### src/rtl/instr_encoder.sv
// Control-bundle encoder: {opcode, operand} words -> FIFO -> MSB-first serial link.
// Define INSTR_ENCODER_PARITY_EN to append an even-parity bit to every frame.
module instr_encoder #(
    parameter int OPW   = 5,
    parameter int DEPTH = 4
) (
    input  logic                     clk_i,
    input  logic                     reset_i,
    input  logic                     in_valid_i,
    output logic                     in_ready_o,
    input  logic                     bez_i,
    input  logic                     ja_i,
    input  logic                     alu_fun_i,
    input  logic                     op1_i,
    input  logic                     op2_i,
    input  logic                     write_reg_i,
    input  logic                     write_x8_i,
    input  logic [1:0]               x8_sel_i,
    input  logic [OPW-1:0]           operand_i,
    input  logic                     ser_en_i,
    output logic                     ser_data_o,
    output logic                     ser_valid_o,
    output logic                     ser_last_o,
    output logic                     err_o,
    output logic [$clog2(DEPTH):0]   level_o
);

    localparam int W  = 3 + OPW;
    localparam int PW = $clog2(DEPTH);
    localparam int LW = PW + 1;
`ifdef INSTR_ENCODER_PARITY_EN
    localparam int FL = W + 1;
`else
    localparam int FL = W;
`endif
    localparam int CW = $clog2(FL);

    typedef enum logic {
        S_IDLE,
        S_SHIFT
    } state_e;

    state_e          state_q, state_d;
    logic [FL-1:0]   shift_q, shift_d;
    logic [CW-1:0]   cnt_q, cnt_d;
    logic [W-1:0]    mem_q [DEPTH];
    logic [PW-1:0]   wr_ptr_q, wr_ptr_d;
    logic [PW-1:0]   rd_ptr_q, rd_ptr_d;
    logic [LW-1:0]   level_q, level_d;
    logic            err_q, err_d;

    logic [8:0]      ctl;
    logic [2:0]      opc;
    logic            legal;
    logic [W-1:0]    word;
    logic [W-1:0]    head;
    logic            full;
    logic            empty;
    logic            accept;
    logic            push;
    logic            pop;

    // Exact-match reverse decode; anything outside the table is illegal.
    always_comb begin
        ctl   = {bez_i, ja_i, alu_fun_i, op1_i, op2_i,
                 write_reg_i, write_x8_i, x8_sel_i};
        legal = 1'b1;
        opc   = 3'd0;
        case (ctl)
            9'b100010000: opc = 3'd0;
            9'b000000101: opc = 3'd1;
            9'b000000000: opc = 3'd2;
            9'b000100110: opc = 3'd3;
            9'b010110000: opc = 3'd4;
            9'b000000100: opc = 3'd5;
            9'b000001000: opc = 3'd6;
            9'b001100110: opc = 3'd7;
            default:      legal = 1'b0;
        endcase
    end

    assign word   = {opc, operand_i};
    assign full   = (level_q == LW'(DEPTH));
    assign empty  = (level_q == '0);
    assign accept = in_valid_i & ~full;
    assign push   = accept & legal;
    assign err_d  = accept & ~legal;
    assign head   = mem_q[rd_ptr_q];

    // Serializer next state; a finished frame reloads on the same edge.
    always_comb begin
        state_d = state_q;
        shift_d = shift_q;
        cnt_d   = cnt_q;
        pop     = 1'b0;
        unique case (state_q)
            S_IDLE: begin
                pop = ~empty;
            end
            S_SHIFT: begin
                if (ser_en_i) begin
                    if (cnt_q == '0) begin
                        if (empty) begin
                            state_d = S_IDLE;
                        end else begin
                            pop = 1'b1;
                        end
                    end else begin
                        shift_d = {shift_q[FL-2:0], 1'b0};
                        cnt_d   = cnt_q - CW'(1);
                    end
                end
            end
        endcase
        if (pop) begin
            state_d = S_SHIFT;
`ifdef INSTR_ENCODER_PARITY_EN
            shift_d = {head, ^head};
`else
            shift_d = head;
`endif
            cnt_d   = CW'(FL - 1);
        end
    end

    always_comb begin
        wr_ptr_d = wr_ptr_q;
        rd_ptr_d = rd_ptr_q;
        level_d  = level_q;
        if (push) begin
            wr_ptr_d = wr_ptr_q + PW'(1);
        end
        if (pop) begin
            rd_ptr_d = rd_ptr_q + PW'(1);
        end
        unique case ({push, pop})
            2'b10:   level_d = level_q + LW'(1);
            2'b01:   level_d = level_q - LW'(1);
            default: level_d = level_q;
        endcase
    end

    always_ff @(posedge clk_i) begin
        if (reset_i) begin
            state_q  <= S_IDLE;
            shift_q  <= '0;
            cnt_q    <= '0;
            wr_ptr_q <= '0;
            rd_ptr_q <= '0;
            level_q  <= '0;
            err_q    <= 1'b0;
        end else begin
            state_q  <= state_d;
            shift_q  <= shift_d;
            cnt_q    <= cnt_d;
            wr_ptr_q <= wr_ptr_d;
            rd_ptr_q <= rd_ptr_d;
            level_q  <= level_d;
            err_q    <= err_d;
        end
    end

    always_ff @(posedge clk_i) begin
        if (push) begin
            mem_q[wr_ptr_q] <= word;
        end
    end

    assign in_ready_o  = ~full;
    assign ser_valid_o = (state_q == S_SHIFT);
    assign ser_data_o  = (state_q == S_SHIFT) & shift_q[FL-1];
    assign ser_last_o  = (state_q == S_SHIFT) & (cnt_q == '0);
    assign err_o       = err_q;
    assign level_o     = level_q;

endmodule

### config.mk
export PLATFORM = sky130hd
export DESIGN_NAME = instr_encoder
export DESIGN_NICKNAME = d
export VERILOG_FILES = /design/src/rtl/instr_encoder.sv
export SDC_FILE = /design/constraint.sdc
export NUM_CORES = 1
export LEC_CHECK = 0
export BUFFER_PORTS_ARGS = -buffer_cell sky130_fd_sc_hd__buf_2
export CORE_AREA = 5 5 101 56
export DETAILED_ROUTE_END_ITERATION = 12
export DIE_AREA = 0 0 106 61
export GPL_TIMING_DRIVEN = 0
export PLACE_DENSITY = 0.79
export SLEW_MARGIN = 30
export SYNTH_ARGS = -nofsm -noshare
export SYNTH_HDL_FRONTEND = slang
export SYNTH_SLANG_ARGS = --single-unit
### constraint.sdc
create_clock -name clk_i -period 8 [get_ports clk_i]
set_clock_uncertainty 0.1 [all_clocks]
set_input_delay 0 -clock clk_i [delete_from_list [all_inputs] [get_ports clk_i]]
set_output_delay 0 -clock clk_i [all_outputs]
set_load 0.02 [all_outputs]
==> impl_metrics.json <==
{
  "coreArea_mm2": 0.004684,
  "yosys.area_share.xor_xnor_pct": 1.450,
  "fin_tns_setup_ns": 0,
  "fin_total_pwr_w": 0.0007747,
  "cts.path.max_buffers": 2,
  "nets": 263,
  "status": "complete, no violations",
  "ant_nets": 0,
  "crit_fanout": 6,
  "grt_pass1_wl_um": 7755,
  "dp_slack_ns": 5.206,
  "maxCapViolations": 0,
  "r2r_slack_ns": 5.22,
  "crit_start": "x8_sel_i[0]",
  "start_util_pct": 51.58,
  "powerDensity_mw_per_mm2": 274.5,
  "postCtsSetupRepairBufs": 0,
  "synth.distinct_cells": 43,
  "p_sw_w": 0.0002555,
  "pwr-share-comb_pct": 31.0,
  "synth_simple_gate_area_share_pct": 15.69,
  "clock.fmax_mhz": 341.1,
  "hold_path.class": "in2reg",
  "grt_max_degree": 19,
  "power_leakage_nw": 1.028,
  "fin_ws_ns": 5.068,
  "cp-start-kind": "input port",
  "place.gp.congestion": 0.8471,
  "switching_share_pct": 32.98,
  "sequentialPowerShare_pct": 44.4,
  "antennaDiodeCount": 0,
  "grt_use_total_pct": 15.98,
  "cts_sinks": 54,
  "htreeDepth": 2,
  "syn_nets": 222,
  "yosysWarnings": 0,
  "synth-seq-cells": 54,
  "finalHoldViolCount": 0,
  "regToRegEndpoint": "level_o[2]",
  "fillCellCount": 378,
  "synth_compound_area_share_pct": 9.373,
  "rsz0062_at_grt": "no",
  "cts.repair.resized": 0,
  "rows": 18,
  "p_int_w": 0.0005192,
  "cts_root_buf": "clkbuf_8",
  "synth_top_family_by_area": "simple AND/OR/NAND/NOR gates",
  "synthCells": 196,
  "drt-initial-drc-count": 103,
  "vias": 1613,
  "drt_wl_total_um": 4669,
  "synth_edf_count": 32,
  "cts_tree": "yes",
  "r2r_cells": 11,
  "tightest_slew_ns": 0.5978,
  "die_x_um": 106,
  "dieArea_mm2": 0.006466,
  "synth_mux_area_share_pct": 7.872,
  "crit_path_end_kind": "flop",
  "drive_gt1_share_pct": 19.75,
  "ios": 26,
  "worst_skew_pair.late_latency_ns": 0.32,
  "yosysSeqAreaShare_pct": 58.00,
  "reg2reg_from": "cnt_q[0]",
  "irDropWorstVdd_mv": 0.1244,
  "numCtsBuffers": 5,
  "synth.avg_cell_area_um2": 12.33,
  "dp_cells": 281,
  "path_class": "in2reg",
  "syn-cell-area_mm2": 0.002416,
  "antenna_found_initial": 0,
  "cts_hold_buf": 9,
  "routed_via_density": 5.413,
  "hpwl_um": 3255,
  "firstDrtPassIters": 4,
  "finalCritPeriodShare_pct": 36.64,
  "slew_headroom_pct": 60.10,
  "finalMaxSlewViolations": 0,
  "gr-total-overflow": 0,
  "yosys.area_share.adder_pct": 4.454,
  "ys.flop_type": "edfxtp_1",
  "setup_violations": 0,
  "die_h_um": 61,
  "fin_cells": 298,
  "worstSetupEndpoint": "level_o[2]",
  "first_global_vias": 1535,
  "fin_crit_ns": 2.932,
  "syn2layout_area_growth_pct": 16.83,
  "synthArstFlopShare_pct": 0,
  "worstPathArrival_ns": 3.09,
  "holdWs_ns": 0.07618,
  "critPathRequiredTime_ns": 8.16,
  "wl_per_cell_um": 15.67,
  "io_buffers": 25,
  "route.detailed.drc": 0,
  "cts.clk_slew.worst_paths_ns": 0.10,
  "clkPwrFrac_pct": 24.7
}
worst max-delay path, cell delays in order:
cell	delay, ns
dlygate4sd3_1	0.54
buf_2	0.14
nor4_1	0.36
o2111ai_1	0.39
a31oi_2	0.38
inv_1	0.08
ha_1	0.24
fa_1	0.38
xnor2_1	0.14
or3_1	0.30
a21oi_1	0.13
power by group through the flow:
stage | Clock, W | Sequential, W | Combinational (W)
2_1_floorplan | 0 | 0.000355 | 0.000169
3_3_place_gp | 0 | 0.000349 | 0.000229
3_5_place_dp | 0 | 0.000350 | 0.000236
4_1_cts | 0.000193 | 0.000343 | 0.000241
5_1_grt | 0.000206 | 0.000348 | 0.000270
6_report | 0.000191 | 0.000344 | 0.000240
cells by family (layout without fill, tap and decap cells):
kind of cell / count (synthesis) / count (layout)
compound gates: 31 / 31
xor+xnor: 4 / 4
fa+ha+maj: 8 / 8
buf+inv: 20 / 62
flops: 54 / 54
mux: 9 / 9
simple gates: 70 / 70
stage by stage:
| step | area [µm²] | utilization (%) |
|---|---|---|
| floorplan | 2416 | - |
| global placement | 2616 | 55.85 |
| detailed placement | 2616 | 55.85 |
| CTS | 2823 | 60.26 |
| global route | 2823 | 60.26 |
| finish | 2823 | 60.26 |
cells in the final DEF (no fill, tap or decap), types with 8 or more instances in the layout:
master	netlist	layout
inv_1	11	11
clkbuf_1	8	8
nand2_1	17	17
mux4_2	8	8
nor2_1	16	16
edfxtp_1	32	32
dfxtp_1	22	22
buf_2	1	26
a21oi_1	11	11
dlygate4sd3_1	0	9
layer usage:
layer | up-vias | routed length, µm | global-route usage [%]
li1 | 813 | - | -
met1 | 759 | 2449 | 24.61
met2 | 35 | 1942 | 22.46
met3 | 6 | 238 | 3.932
met4 | 0 | 38 | 4.428
met5 | - | 0 | 0
worst min-delay path by stage:
stage | depth (start not counted) | slack (ns) | end | startpoint
4_1_cts | 4 | 0.07 | wr_ptr_q[0] | reset_i
3_3_place_gp | 1 | 0.12 | mem_q[3][1] | operand_i[1]
5_1_grt | 3 | 0.08 | mem_q[1][6] | write_x8_i
2_1_floorplan | 0 | -0.001 | mem_q[0][0] | operand_i[0]
3_5_place_dp | 1 | 0.12 | mem_q[0][2] | operand_i[2]
6_report | 3 | 0.08 | mem_q[1][6] | op2_i
registers in the layout, indices dropped and copies added (netlist names), named ones only:
signal	flops
wr_ptr_q	2
rd_ptr_q	2
cnt_q	3
shift_q	8
ser_valid_o	1
err_o	1
mem_q	32
level_o	3
final cells by class:
type / instances / area [µm²] / area share, %
Clock inverter: 3 / 47.55 / 1.684
Sequential cell: 54 / 1401 / 49.65
Inverter: 11 / 41.29 / 1.463
Timing Repair Buffer: 34 / 215.2 / 7.624
Clock buffer: 5 / 68.82 / 2.438
Buffer: 9 / 35.03 / 1.241
Multi-Input combinational cell: 122 / 938.4 / 33.24
Tap cell: 60 / 75.07 / 2.660
synthesized netlist by cell type (all sizes together) (3+ instances only):
library cell / count / area, µm²
edfxtp: 32 / 960.9
o21ai: 3 / 15.01
and2: 5 / 31.28
inv: 11 / 41.29
clkbuf: 8 / 30.03
nand4: 4 / 25.02
nor2: 16 / 60.06
dfxtp: 22 / 440.4
xnor2: 3 / 26.28
nand2: 17 / 63.81
ha: 7 / 87.58
mux4: 8 / 180.2
a311oi: 6 / 52.55
or3: 3 / 18.77
a21oi: 11 / 55.05
nand3: 5 / 25.02
or3b: 3 / 26.28
Note: power is estimated with default switching activity, not from simulation.
